$ cat src/rtl/answer_period_timer_if.sv
// Handshake bundle between the game controller and the answer-window timer.
interface answer_period_timer_if #(
    parameter int NUM_PLAYERS = 4
);
    logic                   answerSig;
    logic [NUM_PLAYERS-1:0] buzzIn;
    logic                   postSig;
    logic                   stopCount;
    logic                   running;
    logic                   timedOut;
    logic [3:0]             winner;
    logic [7:0]             answerSeg0;
    logic [7:0]             answerSeg1;
    logic [7:0]             answerSeg2;
    logic [7:0]             answerSeg3;

    modport master (
        output answerSig, buzzIn,
        input  postSig, stopCount, running, timedOut, winner,
        input  answerSeg0, answerSeg1, answerSeg2, answerSeg3
    );

    modport slave (
        input  answerSig, buzzIn,
        output postSig, stopCount, running, timedOut, winner,
        output answerSeg0, answerSeg1, answerSeg2, answerSeg3
    );
endinterface

$ cat src/rtl/answer_period_timer.sv
// Answer-window countdown: opens on a start edge, closes on first buzz or timeout,
// and shows remaining seconds plus the result on a four-digit seven-segment readout.
module answer_period_timer #(
    parameter int CLK_HZ      = 100000000,
    parameter int PERIOD_SEC  = 5,
    parameter int NUM_PLAYERS = 4
) (
    input  logic                 Clk100M,
    input  logic                 Reset,
    answer_period_timer_if.slave bus
);
    localparam int              PW          = $clog2(CLK_HZ);
    localparam logic [PW-1:0]   PRESC_LAST  = PW'(CLK_HZ - 1);
    localparam logic [6:0]      PERIOD_LOAD = 7'(PERIOD_SEC);
    localparam logic [7:0]      SEG_BLANK   = 8'h00;
    localparam logic [7:0]      SEG_DASH    = 8'h40;

    typedef enum logic [1:0] {IDLE = 2'd0, RUN = 2'd1, DONE = 2'd2} state_t;

    state_t        state_q, state_d;
    logic          answer_q;
    logic [PW-1:0] presc_q, presc_d;
    logic [6:0]    rem_q, rem_d;
    logic          timed_q, timed_d;
    logic [3:0]    winner_q, winner_d;
    logic          post_q, post_d;
    logic          running_q, running_d;
    logic [7:0]    seg0_q, seg0_d, seg1_q, seg1_d, seg3_q, seg3_d;
    logic          start_s, tick_s, buzz_any_s;
    logic [7:0]    split_s;

    function automatic logic [7:0] seg7(input logic [3:0] d);
        logic [7:0] s;
        case (d)
            4'd0:    s = 8'h3F;
            4'd1:    s = 8'h06;
            4'd2:    s = 8'h5B;
            4'd3:    s = 8'h4F;
            4'd4:    s = 8'h66;
            4'd5:    s = 8'h6D;
            4'd6:    s = 8'h7D;
            4'd7:    s = 8'h07;
            4'd8:    s = 8'h7F;
            4'd9:    s = 8'h6F;
            default: s = 8'h00;
        endcase
        return s;
    endfunction

    // Returns {tens, ones}; the largest multiple of ten not above v wins.
    function automatic logic [7:0] bcd_split(input logic [6:0] v);
        logic [3:0] tens;
        logic [6:0] ones;
        tens = 4'd0;
        ones = v;
        for (int t = 1; t <= 9; t++) begin
            if (v >= 7'(t * 10)) begin
                tens = 4'(t);
                ones = v - 7'(t * 10);
            end else begin
                tens = tens;
                ones = ones;
            end
        end
        return {tens, ones[3:0]};
    endfunction

    function automatic logic [3:0] lowest_idx(input logic [NUM_PLAYERS-1:0] b);
        logic [3:0] idx;
        idx = 4'd0;
        for (int i = NUM_PLAYERS - 1; i >= 0; i--) begin
            if (b[i]) begin
                idx = 4'(i);
            end else begin
                idx = idx;
            end
        end
        return idx;
    endfunction

    assign start_s    = bus.answerSig & ~answer_q;
    assign tick_s     = (presc_q == PRESC_LAST);
    assign buzz_any_s = |bus.buzzIn;
    assign split_s    = bcd_split(rem_q);

    // Window control: next state, countdown and result capture.
    always_comb begin
        state_d  = state_q;
        presc_d  = presc_q;
        rem_d    = rem_q;
        timed_d  = timed_q;
        winner_d = winner_q;
        post_d   = 1'b0;
        case (state_q)
            IDLE, DONE: begin
                if (start_s) begin
                    state_d  = RUN;
                    presc_d  = {PW{1'b0}};
                    rem_d    = PERIOD_LOAD;
                    timed_d  = 1'b0;
                    winner_d = 4'd0;
                end else begin
                    state_d = state_q;
                end
            end
            RUN: begin
                // A buzz beats a simultaneous final tick and freezes the count.
                if (buzz_any_s) begin
                    state_d  = DONE;
                    winner_d = lowest_idx(bus.buzzIn);
                    timed_d  = 1'b0;
                    post_d   = 1'b1;
                end else if (tick_s) begin
                    presc_d = {PW{1'b0}};
                    if (rem_q == 7'd1) begin
                        state_d  = DONE;
                        timed_d  = 1'b1;
                        winner_d = 4'd0;
                        rem_d    = 7'd0;
                        post_d   = 1'b1;
                    end else begin
                        rem_d = rem_q - 7'd1;
                    end
                end else begin
                    presc_d = presc_q + PW'(1);
                end
            end
            default: begin
                state_d = IDLE;
            end
        endcase
        running_d = (state_d == RUN);
    end

    // Display decode from registered state, one cycle behind the count.
    always_comb begin
        seg0_d = SEG_BLANK;
        seg1_d = SEG_BLANK;
        seg3_d = SEG_BLANK;
        case (state_q)
            RUN, DONE: begin
                seg0_d = seg7(split_s[3:0]);
                if (split_s[7:4] == 4'd0) begin
                    seg1_d = SEG_BLANK;
                end else begin
                    seg1_d = seg7(split_s[7:4]);
                end
                if (state_q != DONE) begin
                    seg3_d = SEG_BLANK;
                end else if (timed_q) begin
                    seg3_d = SEG_DASH;
                end else begin
                    seg3_d = seg7(winner_q + 4'd1);
                end
            end
            default: begin
                seg0_d = SEG_BLANK;
            end
        endcase
    end

    // State, counters, results and display registers.
    always_ff @(posedge Clk100M or posedge Reset) begin
        if (Reset) begin
            state_q   <= IDLE;
            answer_q  <= 1'b0;
            presc_q   <= {PW{1'b0}};
            rem_q     <= 7'd0;
            timed_q   <= 1'b0;
            winner_q  <= 4'd0;
            post_q    <= 1'b0;
            running_q <= 1'b0;
            seg0_q    <= 8'h00;
            seg1_q    <= 8'h00;
            seg3_q    <= 8'h00;
        end else begin
            state_q   <= state_d;
            answer_q  <= bus.answerSig;
            presc_q   <= presc_d;
            rem_q     <= rem_d;
            timed_q   <= timed_d;
            winner_q  <= winner_d;
            post_q    <= post_d;
            running_q <= running_d;
            seg0_q    <= seg0_d;
            seg1_q    <= seg1_d;
            seg3_q    <= seg3_d;
        end
    end

    assign bus.postSig    = post_q;
    assign bus.stopCount  = post_q;
    assign bus.running    = running_q;
    assign bus.timedOut   = timed_q;
    assign bus.winner     = winner_q;
    assign bus.answerSeg0 = seg0_q;
    assign bus.answerSeg1 = seg1_q;
    assign bus.answerSeg2 = 8'h00;
    assign bus.answerSeg3 = seg3_q;
endmodule

$ cat src/flat_wrapper.sv
// flat-port wrapper written by rule: the top's interface ports become plain ports
module answer_period_timer_flat 
#(
    parameter int CLK_HZ      = 100000000,
    parameter int PERIOD_SEC  = 5,
    parameter int NUM_PLAYERS = 4
)
  (Clk100M, Reset, bus_answerSig, bus_buzzIn, bus_postSig, bus_stopCount, bus_running, bus_timedOut, bus_winner, bus_answerSeg0, bus_answerSeg1, bus_answerSeg2, bus_answerSeg3);
  answer_period_timer_if #(.NUM_PLAYERS(NUM_PLAYERS)) bus_i ();
  input  logic Clk100M;
  input  logic Reset;
  input wire logic [$bits(bus_i.answerSig)-1:0] bus_answerSig;
  input wire logic [$bits(bus_i.buzzIn)-1:0] bus_buzzIn;
  output wire logic [$bits(bus_i.postSig)-1:0] bus_postSig;
  output wire logic [$bits(bus_i.stopCount)-1:0] bus_stopCount;
  output wire logic [$bits(bus_i.running)-1:0] bus_running;
  output wire logic [$bits(bus_i.timedOut)-1:0] bus_timedOut;
  output wire logic [$bits(bus_i.winner)-1:0] bus_winner;
  output wire logic [$bits(bus_i.answerSeg0)-1:0] bus_answerSeg0;
  output wire logic [$bits(bus_i.answerSeg1)-1:0] bus_answerSeg1;
  output wire logic [$bits(bus_i.answerSeg2)-1:0] bus_answerSeg2;
  output wire logic [$bits(bus_i.answerSeg3)-1:0] bus_answerSeg3;
  assign bus_i.answerSig = bus_answerSig;
  assign bus_i.buzzIn = bus_buzzIn;
  assign bus_postSig = bus_i.postSig;
  assign bus_stopCount = bus_i.stopCount;
  assign bus_running = bus_i.running;
  assign bus_timedOut = bus_i.timedOut;
  assign bus_winner = bus_i.winner;
  assign bus_answerSeg0 = bus_i.answerSeg0;
  assign bus_answerSeg1 = bus_i.answerSeg1;
  assign bus_answerSeg2 = bus_i.answerSeg2;
  assign bus_answerSeg3 = bus_i.answerSeg3;
  answer_period_timer #(.CLK_HZ(CLK_HZ), .PERIOD_SEC(PERIOD_SEC), .NUM_PLAYERS(NUM_PLAYERS)) u_core (.Clk100M(Clk100M), .Reset(Reset), .bus(bus_i));
endmodule
$ cat config.mk
export PLATFORM = sky130hd
export DESIGN_NAME = answer_period_timer_flat
export DESIGN_NICKNAME = d
export VERILOG_FILES = /design/src/rtl/answer_period_timer_if.sv /design/src/rtl/answer_period_timer.sv /design/src/flat_wrapper.sv
export SDC_FILE = /design/constraint.sdc
export NUM_CORES = 1
export LEC_CHECK = 0
export ABC_AREA = 1
export CAP_MARGIN = 5
export CORE_UTILIZATION = 40
export DETAILED_ROUTE_END_ITERATION = 8
export PLACE_DENSITY = 0.71
export SYNTH_ARGS = -nofsm -noshare
export SYNTH_HDL_FRONTEND = slang
export SYNTH_SLANG_ARGS = --single-unit
$ cat constraint.sdc
create_clock -name Clk100M -period 3.45 [get_ports Clk100M]
set_input_delay 0.69 -clock Clk100M [delete_from_list [all_inputs] [get_ports Clk100M]]
set_output_delay 0.69 -clock Clk100M [all_outputs]
set_load 0.02 [all_outputs]
# [Yosys cells after proc, flatten, opt, wreduce, memory -nomap -nowiden]
# Memories as Yosys holds them, arrays and structs flattened.
# Index checks and enable logic that the tools add are counted.
[word_totals] reg_bits=68 latchBits=0 ramBits=0 mem_bits_ro=336 input_bits=7 out_inout_bits=40 word_cells=113 memories=3
[op_classes] addsub=12 mul=0 n_div=0 magnitude_cmp=9 n_eq_ne=11 shift=0 mux=56 bitwise_logic=2 reduce_logical=9
[mem_list] memory="(name not given)" depth=16 width=7 rd=1 rd_ports_with_merged_regs=0 wr=0 line_no="answer_period_timer.sv:34" source="case (d)"
[mem_list] memory="(name not given)" depth=16 width=7 rd=1 rd_ports_with_merged_regs=0 wr=0 line_no="answer_period_timer.sv:34"
[mem_list] memory="(name not given)" depth=16 width=7 rd=1 rd_ports_with_merged_regs=0 wr=0 line_no="answer_period_timer.sv:34"
[op_table] cell="$mux 27" n=3
[op_table] cell="$mux 4" n=15
[op_table] cell="$pmux 27 s2" n=1
[op_table] cell="$mux 8" n=6
[op_table] cell="$mux 7" n=4
[op_table] cell="$add 27x1->27 const B" n=1
[op_table] cell="$eq 27x27->1 const B" n=1
[op_table] cell="$ge 7x6->1 const B" n=3
[op_table] cell="$ge 7x7->1 const B" n=3
[op_table] cell="$mux 2" n=10
[op_table] cell="$sub 4x4->4 const B" n=5
[op_table] cell="$ge 7x5->1 const B" n=2
[op_table] cell="$pmux 7 s2" n=1
[op_table] cell="$mux 3" n=4
[op_table] cell="$mux 1" n=9
[op_table] cell="$pmux 4 s2" n=1
[op_table] cell="$reduce_and 4->1" n=2
[op_table] cell="$sub 4x3->4 const B" n=2
[op_table] cell="$eq 7x1->1 const B" n=1
[op_table] cell="$ge 7x4->1 const B" n=1
[op_table] cell="$sub 7x1->7 const B" n=1
[op_table] cell="$ne 3x1->1 const B" n=2
[op_table] cell="$add 4x1->4 const B" n=1
[op_table] cell="$eq 2x1->1 const B" n=2
[op_table] cell="15 further kinds" n=18

# [Depth between registers and ports, before layout]
[depth] ltp_word=13 mapped_depth=21 ltp_nobuf=21

# [Worst setup path before layout]
# Ideal clock, no wire load.
[synth_timing] path_type="reg2reg" start="reg u_core.rem_q[2]" end="reg u_core.seg0_q[5] (netlist: u_core.bus.answerSeg0[5])" setup_time_ps=77 arrival_ps=2163 t_required_ps=3373 slack_ps=1210 stages_incl_launch_ff=21 path_buffers=0 synth_period_minus_slack_ps=2240 cell_sequence="dfrtp_1 -> inv_1 -> ha_1 -> nand2_2 -> nand2_2 -> nand2_2 -> nand2_1 -> nand2_1 -> nand2_1 -> nand2_1 -> nand2_1 -> nand2_1 -> nand2_2 -> nand2_4 -> nand2_2 -> nand2_2 -> ha_1 -> nand3b_1 -> nand2_1 -> inv_1 -> a21oi_1"
[synth_via] elab_chain_cells=12 word_cells_on_any_way=29 cone_classes="add/sub: 9; order compare: 9; mux: 10; memory: 1"
[synth_rtl] element="from (decl)" line_no="answer_period_timer.sv:23" source="logic [6:0] rem_q, rem_d;"
[synth_rtl] element="from (signal assigned)" line_no="answer_period_timer.sv:180" source="rem_q <= rem_d;"
[synth_rtl] element="$ge 7x4->1 / $sub 4x4->4 (equally long branches)" line_no="answer_period_timer.sv:57, answer_period_timer.sv:59"
[synth_rtl] element="$mux 4 (8 in series)" line_no="answer_period_timer.sv:57" source="if (v >= 7'(t * 10)) begin"
[synth_rtl] element="$mux 4 (*)" line_no="answer_period_timer.sv:57"
[synth_rtl] element="$mem_v2 16x7 (*)"
[synth_rtl] element="$mux 8 (*)" line_no="answer_period_timer.sv:140" source="case (state_q)"
[synth_rtl] element="net u_core.seg0_d[5]" line_no="answer_period_timer.sv:28" source="logic [7:0] seg0_q, seg0_d, seg1_q, seg1_d, seg3_q, seg3_d;"
[synth_rtl] element="to (signal assigned)" line_no="answer_period_timer.sv:185" source="seg0_q <= seg0_d;"
[synth_rtl] element="to (decl)" line_no="answer_period_timer.sv:28"
# Mark *: on every way through the listed nets, which the timed path passes. The rest lies on a longest branch.
# A chain may end at the register's enable or synchronous reset.

# [Worst setup path in the final report]
[layout_timing] start="reg u_core.rem_q[2]" end="reg u_core.seg1_q[0] (netlist: u_core.bus.answerSeg1[0])"
[layout_via] elab_chain_cells=13 word_cells_on_any_way=22 cone_classes="order compare: 9; mux: 11; reduce/logical: 1; memory: 1"
[layout_rtl] element="$ge 7x4->1" line_no="answer_period_timer.sv:57"
[layout_rtl] element="$mux 1" line_no="answer_period_timer.sv:57"
[layout_rtl] element="$mux 2 (2 in series)" line_no="answer_period_timer.sv:57"
[layout_rtl] element="$mux 3 (4 in series)" line_no="answer_period_timer.sv:57"
[layout_rtl] element="$mux 4" line_no="answer_period_timer.sv:57"
[layout_rtl] element="$mux 4 (*)" line_no="answer_period_timer.sv:57"
[layout_rtl] element="$mem_v2 16x7 / $logic_not 4->1 (equally long branches)"
[layout_rtl] element="$mux 8 (*)" line_no="answer_period_timer.sv:143" source="if (split_s[7:4] == 4'd0) begin"
[layout_rtl] element="$mux 8 (*)" line_no="answer_period_timer.sv:140"
[layout_rtl] element="net u_core.seg1_d[0]" line_no="answer_period_timer.sv:28"
[layout_rtl] element="to (signal assigned)" line_no="answer_period_timer.sv:186" source="seg1_q <= seg1_d;"
[layout_rtl] element="to (decl)" line_no="answer_period_timer.sv:28"
# Marked as above.

==> impl_metrics.json <==
{
  "start_util_pct": 41.9,
  "power_density_mw_per_mm2": 479,
  "skew_ns": 0.0105,
  "use_met2_pct": 30.9,
  "ir_drop_uv": 310,
  "path_class": "register to register",
  "synth-edff-count": 0,
  "top_usage_layer": "met2",
  "whs_ns": 0.490,
  "drtAntennaViolNets": 0,
  "root_buffer": "clkbuf_8",
  "cts.clk_slew.worst_paths_ns": 0.08,
  "cts_max_level": 3,
  "num_vias": 3427,
  "place_ws_ns": 0.588,
  "slew_viol_final": 0,
  "cts.sinks": 62,
  "cp.required_ns": 3.74,
  "viasPerCell": 4.97,
  "diodes": 0,
  "io_pins": 47,
  "wl_per_cell_um": 12.5,
  "grt_start_max_net_pins": 36,
  "final_cell_area_mm2": 0.00454,
  "report.power.total_mw": 2.17,
  "post_cts_buffers": 0,
  "placed_cell_area_mm2": 0.00434,
  "syn_area_per_cell_um2": 7.59,
  "synth_flop_cell": "dfrtp_1",
  "max_freq_mhz": 366,
  "worst_slew_pin_slew_ns": 0.737,
  "clk_latency_ns": 0.34,
  "final_common_cell": "nand2_1",
  "grt_util_all_layers_pct": 18.3,
  "post-route-period-util_pct": 79.3,
  "layout_common_cells": "nand2_1, inv_1, dfrtp_1",
  "clkPwrFrac_pct": 30.0,
  "instances_no_fill": 690,
  "final.setup.tns_ns": 0,
  "p_leak_nw": 2.13,
  "setup_slack_ns": 0.714,
  "status": "complete, no violations",
  "cts_inserted_buffers": 9,
  "seq_area_frac_synth_pct": 39.5,
  "met3_usage_pct": 4.23,
  "portBuffers": 33,
  "grt_pass1_vias": 3365,
  "switchingPower_mw": 0.807,
  "worstPathMaxFanout": 9,
  "finalCriticalPeriod_ns": 2.74,
  "nets": 588,
  "synthArstFlopShare_pct": 100,
  "synth_area_mm2": 0.00393,
  "cts_resized": 0,
  "die-area_mm2": 0.0102,
  "combPwrFrac_pct": 31.7,
  "die_x_um": 101,
  "relSlewSlack_pct": 50.8,
  "min_path_type": "register to register",
  "antenna_found_initial": 0,
  "synthCells": 518,
  "grt_use_met1_pct": 23.5,
  "routed_wl_mm": 8.62,
  "final.fill_count": 942,
  "place_hpwl_mm": 6.36,
  "grt_pass1_wl_mm": 15.0,
  "clockBufferDepth": 2,
  "timing.max_cap.violations": 0,
  "setup_viol": 0,
  "power.internal_mw": 1.37,
  "ctsHoldBuffers": 0,
  "core_mm2": 0.00937,
  "cp-end-kind": "register",
  "num_rows": 35,
  "rsz0062_at_grt": "no",
  "place_congestion": 0.941,
  "yosysWarnings": 0,
  "seqPwrFrac_pct": 38.3,
  "drive_above_1_share_pct": 9.63,
  "final_core_util_pct": 48.5,
  "dpl.cell_count": 674,
  "synth_cell_types": 36,
  "drt_iter0_drc": 153,
  "grt-ovfl-total": 0,
  "cts_tree": "done",
  "drc": 0,
  "sw_frac_of_total_pct": 37.1,
  "finalHoldViolCount": 0,
  "synth_seq_cells": 62,
  "die_h_um": 101,
  "start_kind": "register",
  "area_growth_pct": 15.5,
  "drtPass1Iterations": 6,
  "arrival_ns": 3.03
}
==> logic make-up after synthesis <==
group                      after synthesis  share of synthesized area, %
other                                    1                        0.0954
AOI/OAI and AO/OA                       83                          11.4
adders and majority gates               25                          7.96
xor gates and xnor gates                 8                          1.78
DFF                                     62                          39.5
buffers and inverters                  106                          12.0
and+or+nand+nor                        233                          27.3
==> per-layer routing <==
layer | vias to the layer above | wire, um | part of all wire, %
met5 | - | 0 | 0
li1 | 1720 | - | -
met4 | 0 | 112 | 1.3
met1 | 1610 | 4030 | 47
met3 | 12 | 417 | 4.8
met2 | 85 | 4060 | 47
==> cells in the mapped netlist (3+ instances only) <==
library cell  instances  share of area (%)
nand2_1              94                9.0
inv_1                76                7.3
dfrtp_1              62                 39
nor2_1               53                5.1
a21oi_1              37                4.7
o21ai_0              31                3.9
nand3_1              29                3.7
ha_1                 25                8.0
buf_4                15                2.9
nor3_1               15                1.9
nand2_2              11                1.8
nand4_1              11                1.8
inv_2                 7               0.67
xor2_1                6                1.3
clkbuf_1              4               0.38
nor2_2                4               0.64
nor4_1                4               0.64
a31oi_1               3               0.48
nor3b_1               3               0.57
o21ai_2               3               0.67
o21bai_1              3               0.57
==> layout make-up <==
type                    instances  area (um2)  share of cell area (%)
inverters                      83         312                    6.86
clock inverters                 7        72.6                    1.60
clock buffers                   9         124                    2.73
repair buffers                 38         368                    8.10
well taps                     129         161                    3.55
flip-flops and latches         62        1550                    34.2
multi-input cells             362        1950                    43.0
==> worst paths after layout <==
| path | to | slack, ns | from | cells after the start |
|---|---|---|---|---|
| min in group asynchronous | u_core.rem_q[3] | 0.80 | Reset | 2 |
| worst min-delay path | u_core.bus.answerSeg3[1] | 0.49 | u_core.bus.timedOut | 1 |
| worst min register to register | u_core.bus.answerSeg3[1] | 0.49 | u_core.bus.timedOut | 1 |
| worst max register to register | u_core.bus.answerSeg1[0] | 0.71 | u_core.rem_q[2] | 13 |
| max in group asynchronous | u_core.bus.answerSeg0[5] | 1.95 | Reset | 3 |
| worst max-delay path | u_core.bus.answerSeg1[0] | 0.71 | u_core.rem_q[2] | 13 |
==> flip-flops by register name (all words and copies together) (netlist names) <==
name / flops
u_core.presc_q: 27
u_core.bus.answerSeg0: 7
u_core.bus.answerSeg1: 7
u_core.rem_q: 7
u_core.bus.answerSeg3: 6
u_core.bus.winner: 2
u_core.state_q: 2
u_core.answer_q: 1
u_core.bus.postSig: 1
u_core.bus.running: 1
u_core.bus.timedOut: 1
==> worst max-delay path, cell delays in order (launching register included) <==
cell and delay (ns):
dfrtp_1 0.55, inv_1 0.26, ha_1 0.30, nand2_2 0.13, nand3_1 0.09, a21oi_1 0.33
inv_1 0.17, nand2_4 0.12, inv_1 0.08, ha_1 0.22, nand2_1 0.07, nand2_1 0.12
o21bai_1 0.20, inv_1 0.06
==> power by group through the flow <==
stage | logic [mW] | registers, mW | clock network [mW]
after CTS | 0.694 | 0.835 | 0.664
after floorplan | 0.397 | 0.903 | 0
final | 0.688 | 0.833 | 0.652
after detailed placement | 0.690 | 0.847 | 0
after global routing | 0.776 | 0.844 | 0.702
after global placement | 0.675 | 0.849 | 0
(Power assumes the default switching activity.)
